File: src/rtl/floo_axis_pkg.sv
// Shared types for the FlooNoC AXIS channel scheduler: channel IDs and tuser width.
package floo_axis_pkg;

  typedef enum logic {
    ChanReq = 1'b0,
    ChanRsp = 1'b1
  } chan_e;

  localparam int unsigned TuserWidth = 1;

endpackage

File: src/rtl/floo_credit_counter.sv
// Per-channel credit counter mirroring free slots in the remote receive buffer.
// Saturates at NumCredits; overflow_o flags a return pulse arriving when already full.
module floo_credit_counter #(
  parameter  int unsigned NumCredits = 8,
  localparam int unsigned CntWidth   = $clog2(NumCredits + 1)
) (
  input  logic                clk_i,
  input  logic                rst_i,
  input  logic                consume_i,
  input  logic                return_i,
  output logic [CntWidth-1:0] credits_o,
  output logic                avail_o,
  output logic                overflow_o
);

  localparam logic [CntWidth-1:0] Full = CntWidth'(NumCredits);

  logic [CntWidth-1:0] cnt_reg;
  logic [CntWidth-1:0] cnt_next;

  always_comb begin
    cnt_next = cnt_reg;
    unique case ({consume_i, return_i})
      2'b10:   cnt_next = cnt_reg - 1'b1;
      2'b01:   cnt_next = (cnt_reg == Full) ? cnt_reg : cnt_reg + 1'b1;
      default: cnt_next = cnt_reg;
    endcase
  end

  always_ff @(posedge clk_i or posedge rst_i) begin
    if (rst_i) cnt_reg <= Full;
    else       cnt_reg <= cnt_next;
  end

  assign credits_o  = cnt_reg;
  assign avail_o    = (cnt_reg != '0);
  assign overflow_o = return_i & ~consume_i & (cnt_reg == Full);

endmodule

File: src/rtl/floo_axis_chan_scheduler.sv
// Time-multiplexes NoC req/rsp flits onto one AXIS link, one flit per beat, with
// per-channel credits and a burst limit that only applies while both channels compete.
module floo_axis_chan_scheduler
  import floo_axis_pkg::*;
#(
  parameter  int unsigned ReqWidth   = 64,
  parameter  int unsigned RspWidth   = 64,
  parameter  int unsigned NumCredits = 8,
  parameter  int unsigned MaxBurst   = 4,
  localparam int unsigned DataWidth  = (ReqWidth > RspWidth) ? ReqWidth : RspWidth,
  localparam int unsigned CntWidth   = $clog2(NumCredits + 1)
) (
  input  logic                  clk_i,
  input  logic                  rst_i,
  input  logic                  req_valid_i,
  output logic                  req_ready_o,
  input  logic [ReqWidth-1:0]   req_data_i,
  input  logic                  rsp_valid_i,
  output logic                  rsp_ready_o,
  input  logic [RspWidth-1:0]   rsp_data_i,
  input  logic                  credit_req_i,
  input  logic                  credit_rsp_i,
  output logic                  axis_tvalid_o,
  input  logic                  axis_tready_i,
  output logic [DataWidth-1:0]  axis_tdata_o,
  output logic [TuserWidth-1:0] axis_tuser_o,
  output logic [CntWidth-1:0]   req_credits_o,
  output logic [CntWidth-1:0]   rsp_credits_o
);

  localparam int unsigned BurstWidth = $clog2(MaxBurst + 1);
  localparam logic [BurstWidth-1:0] BurstMax = BurstWidth'(MaxBurst);

  logic                  tvalid_reg;
  logic [DataWidth-1:0]  tdata_reg;
  logic [TuserWidth-1:0] tuser_reg;
  chan_e                 last_ch_reg;
  logic [BurstWidth-1:0] burst_cnt_reg;

  logic                  load_en;
  logic                  grant_req, grant_rsp, grant_any;
  chan_e                 grant_ch, pick;
  logic [DataWidth-1:0]  tdata_next;

  logic [1:0]            consume, ret, avail, overflow;
  logic [CntWidth-1:0]   credits [2];

  assign consume = {grant_rsp, grant_req};
  assign ret     = {credit_rsp_i, credit_req_i};

  for (genvar gi = 0; gi < 2; gi++) begin : g_credit
    floo_credit_counter #(
      .NumCredits (NumCredits)
    ) u_credit (
      .clk_i      (clk_i),
      .rst_i      (rst_i),
      .consume_i  (consume[gi]),
      .return_i   (ret[gi]),
      .credits_o  (credits[gi]),
      .avail_o    (avail[gi]),
      .overflow_o (overflow[gi])
    );
  end

  // The slot refills in the same cycle it drains, giving one beat per cycle.
  assign load_en = !tvalid_reg || axis_tready_i;

  always_comb begin
    grant_req = 1'b0;
    grant_rsp = 1'b0;
    pick      = last_ch_reg;
    if (load_en) begin
      if (req_valid_i && avail[0] && rsp_valid_i && avail[1]) begin
        pick      = (burst_cnt_reg < BurstMax) ? last_ch_reg : chan_e'(~last_ch_reg);
        grant_req = (pick == ChanReq);
        grant_rsp = (pick == ChanRsp);
      end else begin
        grant_req = req_valid_i && avail[0];
        grant_rsp = rsp_valid_i && avail[1];
      end
    end
  end

  assign grant_any = grant_req || grant_rsp;
  assign grant_ch  = grant_rsp ? ChanRsp : ChanReq;

  always_comb begin
    tdata_next = '0;
    if (grant_rsp) tdata_next[RspWidth-1:0] = rsp_data_i;
    else           tdata_next[ReqWidth-1:0] = req_data_i;
  end

  always_ff @(posedge clk_i or posedge rst_i) begin
    if (rst_i) begin
      tvalid_reg <= 1'b0;
      tdata_reg  <= '0;
      tuser_reg  <= '0;
    end else if (load_en) begin
      tvalid_reg <= grant_any;
      if (grant_any) begin
        tdata_reg <= tdata_next;
        tuser_reg <= TuserWidth'(grant_ch);
      end
    end
  end

  always_ff @(posedge clk_i or posedge rst_i) begin
    if (rst_i) begin
      last_ch_reg   <= ChanReq;
      burst_cnt_reg <= '0;
    end else if (grant_any) begin
      if (grant_ch == last_ch_reg) begin
        if (burst_cnt_reg != BurstMax) burst_cnt_reg <= burst_cnt_reg + 1'b1;
      end else begin
        last_ch_reg   <= grant_ch;
        burst_cnt_reg <= BurstWidth'(1);
      end
    end
  end

  assign req_ready_o   = grant_req;
  assign rsp_ready_o   = grant_rsp;
  assign axis_tvalid_o = tvalid_reg;
  assign axis_tdata_o  = tdata_reg;
  assign axis_tuser_o  = tuser_reg;
  assign req_credits_o = credits[0];
  assign rsp_credits_o = credits[1];

  a_axis_stable: assert property (@(posedge clk_i) disable iff (rst_i)
    (axis_tvalid_o && !axis_tready_i) |=>
      (axis_tvalid_o && $stable(axis_tdata_o) && $stable(axis_tuser_o)));

  a_one_ready: assert property (@(posedge clk_i) disable iff (rst_i)
    !(req_ready_o && rsp_ready_o));

  // A credit return at full count is a remote protocol error; the counter saturates.
  a_no_overflow: assert property (@(posedge clk_i) disable iff (rst_i) overflow == 2'b00)
    else $warning("credit overflow: return pulse at full count, counter saturated");

endmodule

File: config.mk
export PLATFORM = sky130hd
export DESIGN_NAME = floo_axis_chan_scheduler
export DESIGN_NICKNAME = d
export VERILOG_FILES = /design/src/rtl/floo_axis_pkg.sv /design/src/rtl/floo_credit_counter.sv /design/src/rtl/floo_axis_chan_scheduler.sv
export SDC_FILE = /design/constraint.sdc
export NUM_CORES = 1
export LEC_CHECK = 0
export ABC_AREA = 1
export ABC_CLOCK_PERIOD_IN_PS = 2400
export BUFFER_PORTS_ARGS = -buffer_cell sky130_fd_sc_hd__buf_2
export CAP_MARGIN = 20
export CORE_MARGIN = 1
export CORE_UTILIZATION = 42
export CTS_BUF_LIST = sky130_fd_sc_hd__clkbuf_8
export DETAILED_ROUTE_END_ITERATION = 10
export PLACE_DENSITY = 0.79
export SLEW_MARGIN = 30
export SYNTH_ARGS = -nofsm -noshare
export SYNTH_HDL_FRONTEND = slang
export SYNTH_SLANG_ARGS = --single-unit
File: constraint.sdc
create_clock -name clk_i -period 2.4 [get_ports clk_i]
set_input_delay 0.36 -clock clk_i [delete_from_list [all_inputs] [get_ports clk_i]]
set_output_delay 0.36 -clock clk_i [all_outputs]
set_load 0.03 [all_outputs]
# After elaboration in Yosys (flattened, before gate mapping)
# Index checks and enable logic that the tools add are counted.
dict set report totals {
  word_cells 56
  in_bits 135
  out_inout_bits 76
  ff_bits 78
}
dict set report classes {
  add_sub_neg 5
  n_bitwise 3
  n_eq_ne 11
  n_lt_le_gt_ge 1
  mux 13
  reduce_logical 16
}
# cell n
set ops {}
lappend ops {{64-bit 2-to-1 mux} 1}
lappend ops {{4-bit case mux with 2 select lines} 2}
lappend ops {{2-bit AND reduction} 5}
lappend ops {{4-bit by 1-bit adder with 4-bit output (second input constant)} 2}
lappend ops {{4-bit equality test (second input constant)} 2}
lappend ops {{4-bit 2-to-1 mux} 2}
lappend ops {{4-bit nonzero test} 2}
lappend ops {{4-bit by 1-bit subtractor with 4-bit output (second input constant)} 2}
lappend ops {{1-bit 2-to-1 mux} 6}
lappend ops {{3-bit 2-to-1 mux} 2}
lappend ops {{2-bit by 1-bit equality test with 1-bit output (second input constant)} 2}
lappend ops {{2-bit equality test (second input constant)} 2}
lappend ops {{1-bit logical AND} 4}
lappend ops {{2-bit != test (second input constant)} 2}
lappend ops {{2-bit nonzero test} 2}
lappend ops {{3-bit by 1-bit adder with 3-bit output (second input constant)} 1}
lappend ops {{3-bit < comparator (second input constant)} 1}
lappend ops {{3-bit != test (second input constant)} 1}
lappend ops {{1-bit inverter} 3}
lappend ops {{1-bit logical OR} 2}
lappend ops {{2-bit by 1-bit != test with 1-bit output (second input constant)} 1}
lappend ops {{1-bit equality test} 1}
lappend ops {{1-bit zero test} 1}

# Depth between registers and ports, before layout
dict set report logic_depth {
  depth_word 10
  depth_mapped 17
  ltp_nobuf 16
}

# Modules after synthesis
# Synthesis repeated with hierarchy kept, for this count alone.
dict set report unflattened {
  cells_unflattened 492
  area_unflattened_um2 3963.8
}
# mod seq_area_each_um2 n_inst area_each_um2 cells_each
set by_module_without_submodules {}
lappend by_module_without_submodules {floo_axis_chan_scheduler 1751.7 1 3303.2 402}
lappend by_module_without_submodules {floo_credit_counter 101.3 2 330.3 45}

# Worst setup path after synthesis
# No wires, ideal clock.
dict set report synth_path {
  path_kind {register to register}
  start {reg g_credit[0].u_credit.cnt_reg[3]}
  end {reg g_credit[1].u_credit.cnt_reg[3]}
  arrival_ps 2435
  setup_time_ps 72
  path_buffers 1
  required_ps 2328
  period_less_slack_ps 2507
  path_slack_ps -107
  stages_incl_launch_ff 17
  cell_sequence {dfstp_2 nor2_1 nand2_1 nand4_1 nand2_4 clkbuf_1 nand2_1 ha_1 nand2_1 nand2_1 or2_2 inv_1 nand2_1 nand2_1 nand2_1 nand2_1 inv_1}
}
dict set report synth_between {
  elab_chain_len 9
  word_cells_on_any_way 12
  classes_between {3 x eq/ne; 3 x mux; 6 x reduce/logical}
}
# element line
set synth_rtl {}
lappend synth_rtl {{start, declared} floo_credit_counter.sv:18} ;# logic [CntWidth-1:0] cnt_reg;
lappend synth_rtl {{start signal, assigned} floo_credit_counter.sv:31} ;# if (rst_i) cnt_reg <= Full;
lappend synth_rtl {{start signal, assigned} floo_credit_counter.sv:32} ;# else cnt_reg <= cnt_next;
lappend synth_rtl {{4-bit nonzero test (*)} floo_credit_counter.sv:36} ;# assign avail_o = (cnt_reg != '0);
lappend synth_rtl {{1-bit logical AND (*) (3 in a row)} floo_axis_chan_scheduler.sv:73} ;# if (req_valid_i && avail[0] && rsp_valid_i && avail[1]) begin
lappend synth_rtl {{1-bit 2-to-1 mux (*)} floo_axis_chan_scheduler.sv:73}
lappend synth_rtl {{1-bit 2-to-1 mux (*)} floo_axis_chan_scheduler.sv:72} ;# if (load_en) begin
lappend synth_rtl {{2-bit by 1-bit equality test with 1-bit output or 2-bit equality test (tied branches)} floo_credit_counter.sv:23} ;# unique case ({consume_i, return_i})
lappend synth_rtl {{2-bit != test (no source line) or 2-bit nonzero test (tied branches)} -}
lappend synth_rtl {{2-bit AND reduction (no source line)} -}
lappend synth_rtl {{end signal, assigned} floo_credit_counter.sv:31}
lappend synth_rtl {{end signal, assigned} floo_credit_counter.sv:32}
lappend synth_rtl {{end, declared} floo_credit_counter.sv:18}
# Mark *: on every way between the ends. The rest lies on a longest branch, timed or not.
# A chain may end at the register's enable or synchronous reset.

# Worst setup path in the final report
dict set report layout_path {
  start {reg g_credit[1].u_credit.cnt_reg[3]}
  end {out rsp_ready_o}
}
dict set report layout_between {
  elab_chain_len 4
  word_cells_on_any_way 5
  classes_between {2 x mux; 3 x reduce/logical}
}
# element line
set layout_rtl {}
lappend layout_rtl {{4-bit nonzero test (*)} floo_credit_counter.sv:36}
lappend layout_rtl {{1-bit logical AND, on equally long branches} {floo_axis_chan_scheduler.sv:79, floo_axis_chan_scheduler.sv:73}}
lappend layout_rtl {{1-bit 2-to-1 mux (*)} floo_axis_chan_scheduler.sv:73}
lappend layout_rtl {{1-bit 2-to-1 mux (*)} floo_axis_chan_scheduler.sv:72}
lappend layout_rtl {{end, declared} floo_axis_chan_scheduler.sv:19} ;# output logic rsp_ready_o,
# Marks and branches as above.

==> results_dict.tcl <==
set metrics [dict create \
    tritoncts_clock_tree "done" \
    cpMostUsedCell "sky130_fd_sc_hd__nand2_1" \
    numCtsBuffers 9 \
    grtUsageMet3 0.0388 \
    yosys_warning_count 0 \
    vias 3976 \
    syn_nets 619 \
    number_of_nets_in_the_layout 819 \
    mean_syn_cell_area_um2 8.06 \
    worst_setup_path_end_kind "output pin" \
    post-route-period-util 0.930 \
    cts-htree-levels 3 \
    synthCells 476 \
    die_h_um 97.6 \
    grt_pass1_vias 3715 \
    synth.largest_area_cell "sky130_fd_sc_hd__dfrtp_1" \
    cp_slowest_cell "sky130_fd_sc_hd__dfstp_2" \
    cp_max_fo 37 \
    largest_reg_flops 64 \
    root_cell_of_the_clock_tree "sky130_fd_sc_hd__clkbuf_8" \
    cap_viol_max_count 0 \
    slowest_delay_ns 0.58 \
    finalCriticalPeriod_ns 2.23 \
    power.density_cell_area_mw_per_mm2 1430 \
    first_iter_violations 120 \
    finalWirelength_mm 9.77 \
    die_w_um 97.6 \
    ir_drop_mv 0.804 \
    timing.rr.end "g_credit[1].u_credit.credits_o[3]$_DFFE_PP1P_" \
    start_util 0.438 \
    cts.clk_slew.worst_paths_ns 0.09 \
    achievable-frequency_ghz 0.448 \
    layout-drive-gt1-share 0.358 \
    synthTopCellsByArea "sky130_fd_sc_hd__dfrtp_1, sky130_fd_sc_hd__nand2_1, sky130_fd_sc_hd__a31oi_1, sky130_fd_sc_hd__nor2_1, sky130_fd_sc_hd__buf_2" \
    portBuffers 210 \
    worstSkewPairLatency_ns 0.34 \
    cts.repair.resized 0 \
    half_perimeter_wire_length_after_placement_mm 7.46 \
    groute.layer.met2.usage 0.364 \
    synth_largest_type_area_fraction 0.496 \
    global_route.overflow_total 0 \
    global_route.peak_usage_layer "met2" \
    critical_path.top_delay_family "flip-flops" \
    timing.final.setup_violations 0 \
    grt_antenna_before_repair 0 \
    timing.setup.critical_path_class "reg2out" \
    critical_path.startpoint_type "register" \
    totalNegativeSetupSlack_ns 0 \
    fp.dieArea_mm2 0.00952 \
    grt_util_all_layers 0.208 \
    worstPathBufferInverterCount 3 \
    detail-route-antenna-nets 0 \
    rsz0062_at_grt "false" \
    slew_violations 0 \
    run_status "completed" \
    ys_ff_latch 78 \
    placementRows 34 \
    r2r-start "g_credit[1].u_credit.credits_o[3]$_DFFE_PP1P_" \
    crit_chain "nor2_1 -> nand2_1 -> nand2_1 -> nor2_2 -> nand2_4 -> buf_6 -> inv_2 -> buf_2" \
    top_level_ports 211 \
    wl_per_cell_um 12.4 \
    layout_commonest_cell "sky130_fd_sc_hd__buf_2" \
    post-cts-setup-buffers 0 \
    area_delta_synth_final_pct 34.4 \
    dr.pass1.iters 5 \
    rd_place_congestion 0.877 \
    cts-hold-fix-buffers 0 \
    layout_common_cells "sky130_fd_sc_hd__buf_2, sky130_fd_sc_hd__nand2_1, sky130_fd_sc_hd__dfrtp_1, sky130_fd_sc_hd__nor2_1, sky130_fd_sc_hd__a31oi_1" \
    synth_cell_types 25 \
    reg2regPathDepth 16 \
    slew_headroom 0.632 \
    vias_per_cell 5.04 \
    insertedDiodeCount 0 \
    worst-endpoint-required_ns 2.04 \
    grt_first_pass_wirelength_mm 16.2 \
    grt_util_met1 0.245 \
    post-route-drc-count 0 \
    worst_slew_pin_slew_ns 0.551 \
    finalClockSkew_ns 0.0179 \
    worst_ep_arrival_time_ns 1.87 \
    ff2ff_setup_slack_ns 0.18 \
    max-clock-path-buffers 2 \
    mappedNetlistArea_mm2 0.00384 \
    cellLeakagePower_nw 2.71 \
    ys_seq_area_frac 0.509 \
    grt_max_degree 66 \
    postLayoutCellArea_mm2 0.00515 \
    fp.coreArea_mm2 0.00876 \
    hold_class "in2async" \
    hold_viol_final 0 \
    clkSinkCount 78 \
    detailed_place.area_mm2 0.00495 \
]
-- worst register-to-register path, stage by stage, from the launching register on --
cell and delay (ns):
sky130_fd_sc_hd__dfstp_2 0.58, sky130_fd_sc_hd__nor2_1 0.06, sky130_fd_sc_hd__nand2_1 0.10, sky130_fd_sc_hd__nand2_1 0.07
sky130_fd_sc_hd__nor2_2 0.14, sky130_fd_sc_hd__nand2_4 0.07, sky130_fd_sc_hd__nand2_1 0.13, sky130_fd_sc_hd__ha_1 0.29
sky130_fd_sc_hd__nand2_1 0.07, sky130_fd_sc_hd__nand2_1 0.04, sky130_fd_sc_hd__or2_2 0.30, sky130_fd_sc_hd__inv_1 0.06
sky130_fd_sc_hd__nand2_1 0.06, sky130_fd_sc_hd__nand2_1 0.07, sky130_fd_sc_hd__nand2_1 0.05, sky130_fd_sc_hd__nand2_1 0.05
sky130_fd_sc_hd__inv_1 0.04
-- metal layers --
layer,up-vias,part of all wire
li1,1953,-
met1,1820,0.41
met2,182,0.50
met3,21,0.064
met4,0,0.023
met5,-,0
-- area by class of cell --
class                           instances  area, um2
Clock buffer                           10        138
Clock inverter                          6       62.6
Fill cell                             792       3610
Inverter                               20       76.3
Multi-Input combinational cell        350       1640
Sequential cell                        78       1950
Tap cell                              108        135
Timing Repair Buffer                  217       1140
-- cell families after synthesis --
| logic type | Yosys count | synth area share |
|---|---|---|
| compound gates | 70 | 0.113 |
| xor+xnor | 3 | 0.00685 |
| fa+ha+maj | 8 | 0.0300 |
| buf+inv | 48 | 0.0633 |
| flops | 78 | 0.509 |
| simple gates | 269 | 0.278 |
-- synth_stat cells, drive strengths merged --
master  count
nand2     173
dfrtp      76
nor2       75
a31oi      64
buf        23
inv        20
nand3      14
ha          6
clkbuf      5
nand4       4
o21ai       4
xor2        3
dfstp       2
fa          2
nand3b      2
a21o        1
a21oi       1
or2         1
-- power by group --
part | leakage, nW | switching, mW | internal, mW
sequential | 0.888 | 0.419 | 1.99
combinational | 1.72 | 2.75 | 1.22
clock | 0.0997 | 0.473 | 0.505
-- worst max path at each step --
| stage | cells past startpoint | slack [ns] | end | start |
|---|---|---|---|---|
| finish | 8 | 0.17 | rsp_ready_o | g_credit[1].u_credit.credits_o[3]$_DFFE_PP1P_ |
| global route | 14 | 0.003 | g_credit[0].u_credit.credits_o[3]$_DFFE_PP1P_ | g_credit[0].u_credit.credits_o[3]$_DFFE_PP1P_ |
| CTS | 8 | 0.08 | rsp_ready_o | g_credit[1].u_credit.credits_o[0]$_DFFE_PP0P_ |
| detailed placement | 16 | 0.21 | g_credit[1].u_credit.credits_o[3]$_DFFE_PP1P_ | g_credit[1].u_credit.credits_o[3]$_DFFE_PP1P_ |
| global placement | 16 | 0.31 | g_credit[1].u_credit.credits_o[3]$_DFFE_PP1P_ | g_credit[1].u_credit.credits_o[3]$_DFFE_PP1P_ |
| floorplan | 16 | 0.02 | g_credit[1].u_credit.credits_o[3]$_DFFE_PP1P_ | g_credit[0].u_credit.credits_o[3]$_DFFE_PP1P_ |
-- stage by stage --
step / std cells / setup slack, ns / power, mW / utilization / hold slack [ns]
2_1_floorplan: 476 / 0.0162 / 5.28 / - / 0.494
3_3_place_gp: 773 / 0.311 / 6.30 / 0.565 / 0.415
4_1_cts: 789 / 0.0833 / 7.42 / 0.588 / 0.0440
3_5_place_dp: 773 / 0.207 / 6.43 / 0.565 / 0.422
5_1_grt: 789 / 0.00250 / 7.91 / 0.588 / 0.0822
6_report: 789 / 0.168 / 7.36 / 0.588 / 0.0388
No activity file was read; power rests on OpenSTA's default activity.
